$ cat config.mk
export PLATFORM = sky130hd
export DESIGN_NAME = spi_reg_bridge
export DESIGN_NICKNAME = d
export VERILOG_FILES = /design/src/rtl/spi_pkg.sv /design/src/rtl/sync_2ff.sv /design/src/rtl/spi_reg_bridge.sv
export SDC_FILE = /design/constraint.sdc
export NUM_CORES = 1
export LEC_CHECK = 0
export CAP_MARGIN = 20
export CELL_PAD_IN_SITES_DETAIL_PLACEMENT = 0
export CELL_PAD_IN_SITES_GLOBAL_PLACEMENT = 1
export CORE_ASPECT_RATIO = 0.5
export CORE_MARGIN = 2
export CORE_UTILIZATION = 31
export DETAILED_ROUTE_END_ITERATION = 7
export PLACE_DENSITY_LB_ADDON = 0.1
export SLEW_MARGIN = 15
export SYNTH_ARGS = -nofsm -noshare
export SYNTH_HDL_FRONTEND = slang
export SYNTH_SLANG_ARGS = --single-unit
$ cat constraint.sdc
create_clock -name i_Clk -period 4.3 [get_ports i_Clk]
set_clock_uncertainty 0.2 [all_clocks]
set_input_delay 0.645 -clock i_Clk [delete_from_list [all_inputs] [get_ports i_Clk]]
set_output_delay 0.645 -clock i_Clk [all_outputs]
set_load 0.005 [all_outputs]
$ cat src/rtl/spi_pkg.sv
// -----------------------------------------------------------------------------
// spi_pkg
// Shared definitions for the SPI register bridge:
//   state_t           - byte-protocol engine states
//   CMD_RW_BIT        - bit of the command byte selecting read (1) / write (0)
//   DEFAULT_IDLE_BYTE - byte presented on MISO outside frames / during command
//   is_read_cmd()     - decodes the RW bit of a command byte
// -----------------------------------------------------------------------------
package spi_pkg;

  typedef enum logic [2:0] {
    IDLE     = 3'd0,
    WRITE    = 3'd1,
    RD_ISSUE = 3'd2,
    RD_LOAD  = 3'd3,
    READ     = 3'd4
  } state_t;

  localparam int         CMD_RW_BIT        = 7;
  localparam logic [7:0] DEFAULT_IDLE_BYTE = 8'hA5;

  function automatic logic is_read_cmd(input logic [7:0] cmd);
    return cmd[CMD_RW_BIT];
  endfunction

endpackage

$ cat src/rtl/sync_2ff.sv
// -----------------------------------------------------------------------------
// sync_2ff
// Generic two-flop synchroniser for a single asynchronous level signal.
// Ports:
//   i_Clk   - destination clock
//   i_Rst_L - asynchronous active-low reset; both flops load RESET_VAL
//   i_D     - asynchronous input
//   o_Q     - synchronised output (two i_Clk cycles of latency)
// -----------------------------------------------------------------------------
module sync_2ff #(
  parameter logic RESET_VAL = 1'b0
) (
  input  logic i_Clk,
  input  logic i_Rst_L,
  input  logic i_D,
  output logic o_Q
);

  logic meta_r;
  logic sync_r;

  // Two-stage capture of the asynchronous input.
  always_ff @(posedge i_Clk or negedge i_Rst_L) begin
    if (!i_Rst_L) begin
      meta_r <= RESET_VAL;
      sync_r <= RESET_VAL;
    end else begin
      meta_r <= i_D;
      sync_r <= meta_r;
    end
  end

  assign o_Q = sync_r;

endmodule

$ cat src/rtl/spi_reg_bridge.sv
// -----------------------------------------------------------------------------
// spi_reg_bridge
// Byte-level protocol engine sitting behind an SPI slave. Each chip-select
// frame is a command byte {RW, addr} followed by data bytes. Writes are
// strobed onto the register bus in the same cycle their byte arrives; reads
// are prefetched so the data is loaded into the slave TX register one byte
// ahead of the master clocking it out. Addresses auto-increment within a frame.
// Ports:
//   i_Clk, i_Rst_L      - system clock (>= 4x SPI clock), async active-low reset
//   i_RX_DV, i_RX_Byte  - received byte strobe and value from the SPI slave
//   o_TX_DV, o_TX_Byte  - load strobe and value for the slave TX register
//   i_SPI_CS_n          - raw chip select, synchronised internally
//   o_Bus_Addr          - register bus address
//   o_Bus_Wr_En/Wr_Data - write strobe and data
//   o_Bus_Rd_En         - read strobe; i_Bus_Rd_Data is valid one cycle later
//   o_Frame_Active      - high while the synchronised chip select is low
// -----------------------------------------------------------------------------
module spi_reg_bridge
  import spi_pkg::*;
#(
  parameter int         ADDR_WIDTH = 7,            // command byte carries 7 address bits
  parameter logic [7:0] IDLE_BYTE  = DEFAULT_IDLE_BYTE,
  parameter bit         AUTO_INC   = 1'b1
) (
  input  logic                  i_Clk,
  input  logic                  i_Rst_L,
  input  logic                  i_RX_DV,
  input  logic [7:0]            i_RX_Byte,
  output logic                  o_TX_DV,
  output logic [7:0]            o_TX_Byte,
  input  logic                  i_SPI_CS_n,
  output logic [ADDR_WIDTH-1:0] o_Bus_Addr,
  output logic                  o_Bus_Wr_En,
  output logic [7:0]            o_Bus_Wr_Data,
  output logic                  o_Bus_Rd_En,
  input  logic [7:0]            i_Bus_Rd_Data,
  output logic                  o_Frame_Active
);

  localparam logic [ADDR_WIDTH-1:0] ADDR_INC = {{(ADDR_WIDTH-1){1'b0}}, AUTO_INC};

  logic                  cs_s;
  logic                  cs_d_r;
  logic                  cs_rise_s;
  state_t                state_r;
  state_t                state_nxt_s;
  logic [ADDR_WIDTH-1:0] addr_r;
  logic [ADDR_WIDTH-1:0] addr_nxt_s;
  logic                  abort_r;
  logic                  abort_nxt_s;
  logic                  reload_pending_r;
  logic                  reload_dv_r;
  logic                  wr_en_s;
  logic                  rd_en_s;
  logic                  rd_tx_s;

  // Chip select resets to "deasserted" so reset never looks like a frame start.
  sync_2ff #(
    .RESET_VAL (1'b1)
  ) u_cs_sync (
    .i_Clk   (i_Clk),
    .i_Rst_L (i_Rst_L),
    .i_D     (i_SPI_CS_n),
    .o_Q     (cs_s)
  );

  assign cs_rise_s      = cs_s & ~cs_d_r;
  assign o_Frame_Active = ~cs_s;

  // Frame-end edge detector and IDLE_BYTE reload scheduling. The pending flag
  // survives reset as 1 so the very first post-reset cycle reloads the slave.
  always_ff @(posedge i_Clk or negedge i_Rst_L) begin
    if (!i_Rst_L) begin
      cs_d_r           <= 1'b1;
      reload_pending_r <= 1'b1;
      reload_dv_r      <= 1'b0;
    end else begin
      cs_d_r           <= cs_s;
      reload_pending_r <= 1'b0;
      reload_dv_r      <= reload_pending_r | cs_rise_s;
    end
  end

  // State, address and abort registers.
  always_ff @(posedge i_Clk or negedge i_Rst_L) begin
    if (!i_Rst_L) begin
      state_r <= IDLE;
      addr_r  <= '0;
      abort_r <= 1'b0;
    end else begin
      state_r <= state_nxt_s;
      addr_r  <= addr_nxt_s;
      abort_r <= abort_nxt_s;
    end
  end

  // Next-state and bus strobe decode. A byte arriving together with the frame
  // end is still honoured; for a read this means one final RD_ISSUE marked by
  // abort_r, after which the engine returns to IDLE without loading TX data.
  always_comb begin
    state_nxt_s = state_r;
    addr_nxt_s  = addr_r;
    abort_nxt_s = 1'b0;
    wr_en_s     = 1'b0;
    rd_en_s     = 1'b0;
    rd_tx_s     = 1'b0;
    case (state_r)
      IDLE: begin
        if (i_RX_DV) begin
          addr_nxt_s = i_RX_Byte[ADDR_WIDTH-1:0];
          if (is_read_cmd(i_RX_Byte)) begin
            state_nxt_s = RD_ISSUE;
            abort_nxt_s = cs_rise_s;
          end else if (cs_rise_s) begin
            state_nxt_s = IDLE;
          end else begin
            state_nxt_s = WRITE;
          end
        end else begin
          state_nxt_s = IDLE;
        end
      end
      WRITE: begin
        if (i_RX_DV) begin
          wr_en_s    = 1'b1;
          addr_nxt_s = addr_r + ADDR_INC;
        end else begin
          addr_nxt_s = addr_r;
        end
        if (cs_rise_s) begin
          state_nxt_s = IDLE;
        end else begin
          state_nxt_s = WRITE;
        end
      end
      RD_ISSUE: begin
        if (cs_rise_s) begin
          state_nxt_s = IDLE;
        end else begin
          rd_en_s = 1'b1;
          if (abort_r) begin
            state_nxt_s = IDLE;
          end else begin
            state_nxt_s = RD_LOAD;
          end
        end
      end
      RD_LOAD: begin
        if (cs_rise_s) begin
          state_nxt_s = IDLE;
        end else begin
          rd_tx_s     = 1'b1;
          addr_nxt_s  = addr_r + ADDR_INC;
          state_nxt_s = READ;
        end
      end
      READ: begin
        // Dummy byte from the master triggers the next prefetch.
        if (i_RX_DV) begin
          state_nxt_s = RD_ISSUE;
          abort_nxt_s = cs_rise_s;
        end else if (cs_rise_s) begin
          state_nxt_s = IDLE;
        end else begin
          state_nxt_s = READ;
        end
      end
      default: begin
        state_nxt_s = IDLE;
      end
    endcase
  end

  // TX load mux: the frame-end reload always takes priority over read data.
  always_comb begin
    o_TX_DV   = 1'b0;
    o_TX_Byte = 8'h00;
    if (reload_dv_r) begin
      o_TX_DV   = 1'b1;
      o_TX_Byte = IDLE_BYTE;
    end else if (rd_tx_s) begin
      o_TX_DV   = 1'b1;
      o_TX_Byte = i_Bus_Rd_Data;
    end else begin
      o_TX_DV   = 1'b0;
      o_TX_Byte = 8'h00;
    end
  end

  assign o_Bus_Addr    = addr_r;
  assign o_Bus_Wr_En   = wr_en_s;
  assign o_Bus_Wr_Data = wr_en_s ? i_RX_Byte : 8'h00;
  assign o_Bus_Rd_En   = rd_en_s;

endmodule

==> results of run 1 <==
-- layer usage --
metal	vias to the layer above	wire (µm)
li1	490	-
met1	447	1200
met2	30	1140
met3	2	200
met4	0	12
met5	-	0
-- metrics by stage --
stage / std cells / hold WS [ps] / utilization [%] / instance area, µm² / setup slack [ps]
finish: 197 / 158 / 49.8 / 1520 / 1040
global route: 197 / 166 / 49.8 / 1520 / 816
global placement: 193 / 145 / 48.0 / 1460 / 1260
detailed placement: 193 / 150 / 48.0 / 1460 / 1240
floorplan: 114 / 145 / - / 1000 / 2260
CTS: 197 / 159 / 49.8 / 1520 / 1000
-- cell type report --
class / instances / area share, %
Tap cell: 40 / 3.29
Multi-Input combinational cell: 85 / 34.6
Clock buffer: 4 / 3.62
Sequential cell: 16 / 26.7
Inverter: 6 / 1.48
Timing Repair Buffer: 46 / 30.3
-- cells in the final DEF, fill, tap and decap left out, types with 3 or more instances in the layout --
| master | count |
|---|---|
| and3_1 | 9 |
| nor3_1 | 4 |
| clkbuf_8 | 4 |
| clkdlybuf4s50_1 | 46 |
| nand2_1 | 8 |
| a211o_1 | 3 |
| dfrtp_1 | 12 |
| a21oi_1 | 3 |
| nor4_1 | 4 |
| nand2b_1 | 4 |
| nand3_1 | 4 |
| inv_1 | 6 |
| o21ai_0 | 6 |
| dfstp_2 | 4 |
| and2_1 | 4 |
| nor2_1 | 14 |
-- cells by family after synthesis --
kind of cell,after synthesis
AOI/OAI and AO/OA,22
adders and majority gates,1
buffers and inverters,13
DFF,16
muxes,1
other,1
and+or+nand+nor,60
-- final timing paths --
check                            startpoint       endpoint  slack, ps  cells past startpoint
min in group asynchronous           i_Rst_L  o_Bus_Addr[5]        630                      1
min reg2reg                u_cs_sync.meta_r  u_cs_sync.o_Q        160                      0
max in group asynchronous           i_Rst_L     state_r[0]       2790                      1
max reg2reg                      state_r[0]  o_Bus_Addr[4]       2210                      3
max                              state_r[0]   o_TX_Byte[4]       1040                      5
min                        u_cs_sync.meta_r  u_cs_sync.o_Q        160                      0
-- flip-flops by register name, summed over array words and instances, names as in the netlist --
register          count
o_Bus_Addr            7
state_r               3
abort_r               1
cs_d_r                1
reload_dv_r           1
reload_pending_r      1
u_cs_sync.meta_r      1
u_cs_sync.o_Q         1
-- power by group through the flow --
stage / combinational [mW] / clock (mW) / sequential [mW]
floorplan: 0.267 / 0 / 0.245
global placement: 0.381 / 0 / 0.294
detailed placement: 0.381 / 0 / 0.294
CTS: 0.383 / 0.138 / 0.292
global route: 0.418 / 0.143 / 0.303
finish: 0.377 / 0.132 / 0.292
==> out/metrics.cfg, run 1 <==
[grt]
grt_max_degree = 18
grt_use_met3_pct = 5.04
grt_pass1_vias = 846
grt_pass1_wl_mm = 4.13
met1_usage_pct = 18.6
grt_usage_pct = 14.3
antenna_found_initial = 0
use_met2_pct = 23.3
grt_overflow = 0
busiest_layer = met2

[critical_path]
crit_path_end_kind = output pin
crit_fanout = 17
path_cells = and2b_1 > nand3_1 > nor2_1 > and2_1 > clkdlybuf4s50_1
critPathKind = reg -> out
crit_family = simple AND/OR/NAND/NOR gates
cpMaxStageDelayCell = dfrtp_1
required_ps = 3450
critPathArrivalTime_ps = 2420
critPathBufInv = 1
slowest_delay_ps = 750
crit_path_start_kind = flop

[clocking]
cts_resized = 0
worstSkewPairLatency_ps = 250
clk_pin_slew_ps = 60
cts_sinks = 16
numCtsBuffers = 3
post_cts_buffers = 0
cts_tree = done
clock_path_buffers = 2
cts_hold_buffers = 0
htreeDepth = 1
root_buffer = clkbuf_8

[synthesis]
seq_area_frac_synth_pct = 40.5
synth_top_family_by_area = simple AND/OR/NAND/NOR gates
synth-compound-area-share_pct = 16.9
yosysWarningCount = 0
yosys.area.top_type = dfrtp_1
synth-xor-area-share_pct = 0
synth_ff_type = dfrtp_1
syn_inst = 114
ys_ff_latch = 16
synth.area.top_cells = dfrtp_1, dfstp_2, and3_1
synth_commonest_cells = nor2_1, dfrtp_1, and3_1
synth-simple-area-share_pct = 33.0
async_flop_share_pct = 100
synth.area.mux_share_pct = 1.00
netlist_area_um2 = 1000
synthAdderAreaFrac_pct = 1.25
synth_most_common_cell = nor2_1
synthDistinctLibCells = 38
syn_nets = 135
synth-edff-count = 0
avgSynthCellArea_um2 = 8.78
yosysTopAreaCellShare_pct = 30.0

[floorplan]
start_util_pct = 32.8
ioPinCount = 47
core_area_um2 = 3050
dieArea_um2 = 3730
row_count = 14
die_h_um = 44.2
die_width_um = 84.4

[final_layout]
multi_input_area_um2 = 526
fill_cells = 308
finalNetCount = 179
drive_gt1_share_pct = 7.64
diodes = 0
area_growth_pct = 51.8
seq_area_um2 = 405

[sta]
finalSetupViolCount = 0
finalHoldViolations = 0
fin_crit_ps = 3260
worstMarginPinSlew_ps = 748
fin_crit_sh_pct = 75.9
rsz0062_at_grt = false
fmax_mhz = 307
slew_headroom_pct = 50.0
drv_slew = 0
tns_ps = 0

[power_and_ir_drop]
clkPwrFrac_pct = 16.5
power.sequential.fraction_pct = 36.4
power.net_switching_uw = 305
p_comb_share_pct = 47.0
p_int_uw = 497
total_power_uw = 802
leakage_nw = 0.637
switching_share_pct = 38.0
ir_worst_vdd_v = 0.000257
power_density_nw_per_um2 = 528

[drt]
drt_iter0_markers = 41
drcViolationCount = 0
drtAntennaViolNets = 0
wl_per_cell_um = 13.0
routed-via-count = 969
firstDrtPassIters = 4
via_per_inst = 4.92
finalWirelength_mm = 2.56

[worst_hold_path]
worstHoldPathType = reg -> reg

[placement]
port_buffers = 46
place_hpwl_mm = 1.87
gp_congestion = 0.735

[run]
cap_violations = 0

[status]
status = complete, no violations

(Power assumes the default switching activity.)
==> run 2: changes to the inputs <==
--- a/config.mk
+++ b/config.mk
@@ -10,7 +10,7 @@
 export CELL_PAD_IN_SITES_GLOBAL_PLACEMENT = 1
 export CORE_ASPECT_RATIO = 0.5
 export CORE_MARGIN = 2
-export CORE_UTILIZATION = 31
+export CORE_UTILIZATION = 29
 export DETAILED_ROUTE_END_ITERATION = 7
 export PLACE_DENSITY_LB_ADDON = 0.1
 export SLEW_MARGIN = 15
==> constraint.sdc (replaced) <==
create_clock -name i_Clk -period 3.3 [get_ports i_Clk]
set_clock_uncertainty 0.2 [all_clocks]
set_input_delay 0.495 -clock i_Clk [delete_from_list [all_inputs] [get_ports i_Clk]]
set_output_delay 0.495 -clock i_Clk [all_outputs]
set_load 0.005 [all_outputs]
==> run 2 against run 1 <==
Net effect:
- cell area grew 1.2%
- power grew 33%
- critical path depth fell by 1
- sequential share of layout area down 0.30 points
- final cell count grew 2.0%
- register-to-register slack lost 940 ps
- clock-buffer cell count is the same
- critical endpoint is now o_TX_Byte[5]
==> out/metrics.cfg, run 2 (same netlist as run 1, synthesis figures left out) <==
[critical_path]
reg2reg_to = o_Bus_Addr[2]
critPathKind = reg -> out
reg2reg_slack_ps = 1270
crit_path_end_kind = output pin
r2r-start = state_r[1]
crit_path_start_kind = flop
critPathArrivalTime_ps = 2040
reg2reg_depth = 4
required_ps = 2600
crit_fanout = 14

[sta]
finalSetupViolCount = 0
finalHoldViolations = 0
drv_slew = 0
fin_crit_sh_pct = 83.0
worstMarginPinSlew_ps = 718
slew_headroom_pct = 52.0
setup_ws_ps = 560
fin_crit_ps = 2740
rsz0062_at_grt = false
fmax_mhz = 365
tns_ps = 0

[clocking]
clock_path_buffers = 2
htreeDepth = 1
worstSkewPairLatency_ps = 250
cts_hold_buffers = 0
cts_sinks = 16
cts_tree = done
numCtsBuffers = 3
cts_resized = 0
clk_pin_slew_ps = 60
root_buffer = clkbuf_8
post_cts_buffers = 0

[final_layout]
finalNetCount = 181
drive_gt1_share_pct = 8.81
final_cell_mix = clkdlybuf4s50_1, nor2_1, dfrtp_1, and3_1, nand2_1
fill_cells = 334
utilization_pct = 45.7
area_growth_pct = 53.5
diodes = 0
mostFrequentLayoutCell = clkdlybuf4s50_1
stdcell_area_um2 = 1540
multi_input_area_um2 = 526
largest_reg_flops = 7
seq_area_um2 = 405

[floorplan]
dieArea_um2 = 3970
ioPinCount = 47
start_util_pct = 29.8
die_width_um = 87.1
core_area_um2 = 3360
row_count = 15
die_h_um = 45.5

[drt]
wl_per_cell_um = 13.1
drtAntennaViolNets = 0
via_per_inst = 4.76
drcViolationCount = 0
finalWirelength_mm = 2.63
routed-via-count = 956
drt_iter0_markers = 39
firstDrtPassIters = 4

[status]
status = complete, no violations

[worst_hold_path]
worstHoldPathType = reg -> reg
hold_start = u_cs_sync.meta_r
min_to = u_cs_sync.o_Q
min_path_cells = 0

[run]
cap_violations = 0

[grt]
met1_usage_pct = 19.6
use_met2_pct = 19.5
grt_pass1_wl_mm = 4.11
grt_pass1_vias = 847
grt_usage_pct = 13.5
antenna_found_initial = 0
busiest_layer = met1
grt_max_degree = 17
grt_use_met3_pct = 4.53
grt_overflow = 0

[placement]
place_hpwl_mm = 1.94
gp_congestion = 0.753
port_buffers = 46
placed_area_um2 = 1480
post-place-ws_ps = 566

[power_and_ir_drop]
power_density_nw_per_um2 = 692
leakage_nw = 0.647
total_power_mw = 1.06
ir_worst_vdd_v = 0.000349

-- run 2: changes by cell type in the layout (fill, tap and decap cells not counted) --
cell and delta:
buf_4 +2
-- run 2: final cells by class --
type                       instances  area share (%)
multi-input combinational         85            34.2
inverter                           6            1.47
clock buffer                       4            3.58
tap                               42            3.42
timing repair buffer              48            30.9
sequential                        16            26.4
-- run 2: report_power, final --
| group | switching, mW | total (mW) | internal [mW] |
|---|---|---|---|
| clock | 0.0655 | 0.171 | 0.106 |
| sequential | 0.0916 | 0.353 | 0.261 |
| combinational | 0.242 | 0.538 | 0.296 |
| total | 0.399 | 1.06 | 0.663 |
-- run 2: worst max-delay path by stage --
stage / start / cells after the start / end
2_1_floorplan: state_r[0] / 4 / o_TX_Byte[0]
3_3_place_gp: i_RX_DV / 4 / o_Bus_Wr_Data[5]
3_5_place_dp: i_RX_DV / 4 / o_Bus_Wr_Data[6]
4_1_cts: state_r[2] / 5 / o_TX_Byte[1]
5_1_grt: state_r[2] / 5 / o_TX_Byte[1]
6_report: state_r[2] / 4 / o_TX_Byte[5]
-- run 2: layer usage --
| layer | wire length (µm) | vias up | part of all wire (%) |
|---|---|---|---|
| li1 | - | 493 | - |
| met1 | 1370 | 433 | 52 |
| met2 | 1090 | 28 | 42 |
| met3 | 155 | 2 | 5.9 |
| met4 | 12 | 0 | 0.46 |
| met5 | 0 | - | 0 |
-- run 2: stage by stage --
stage	std cells	hold WS, ps
after global routing	201	160
after detailed placement	197	150
final	201	156
after CTS	201	159
after floorplan	114	-0.591
after global placement	197	147
-- run 2: worst max-delay path, cell delays in order (launching register included) --
cell	delay (ps)
dfrtp_1	620
and2b_1	270
a31oi_1	360
nor2_1	90
clkdlybuf4s50_1	460
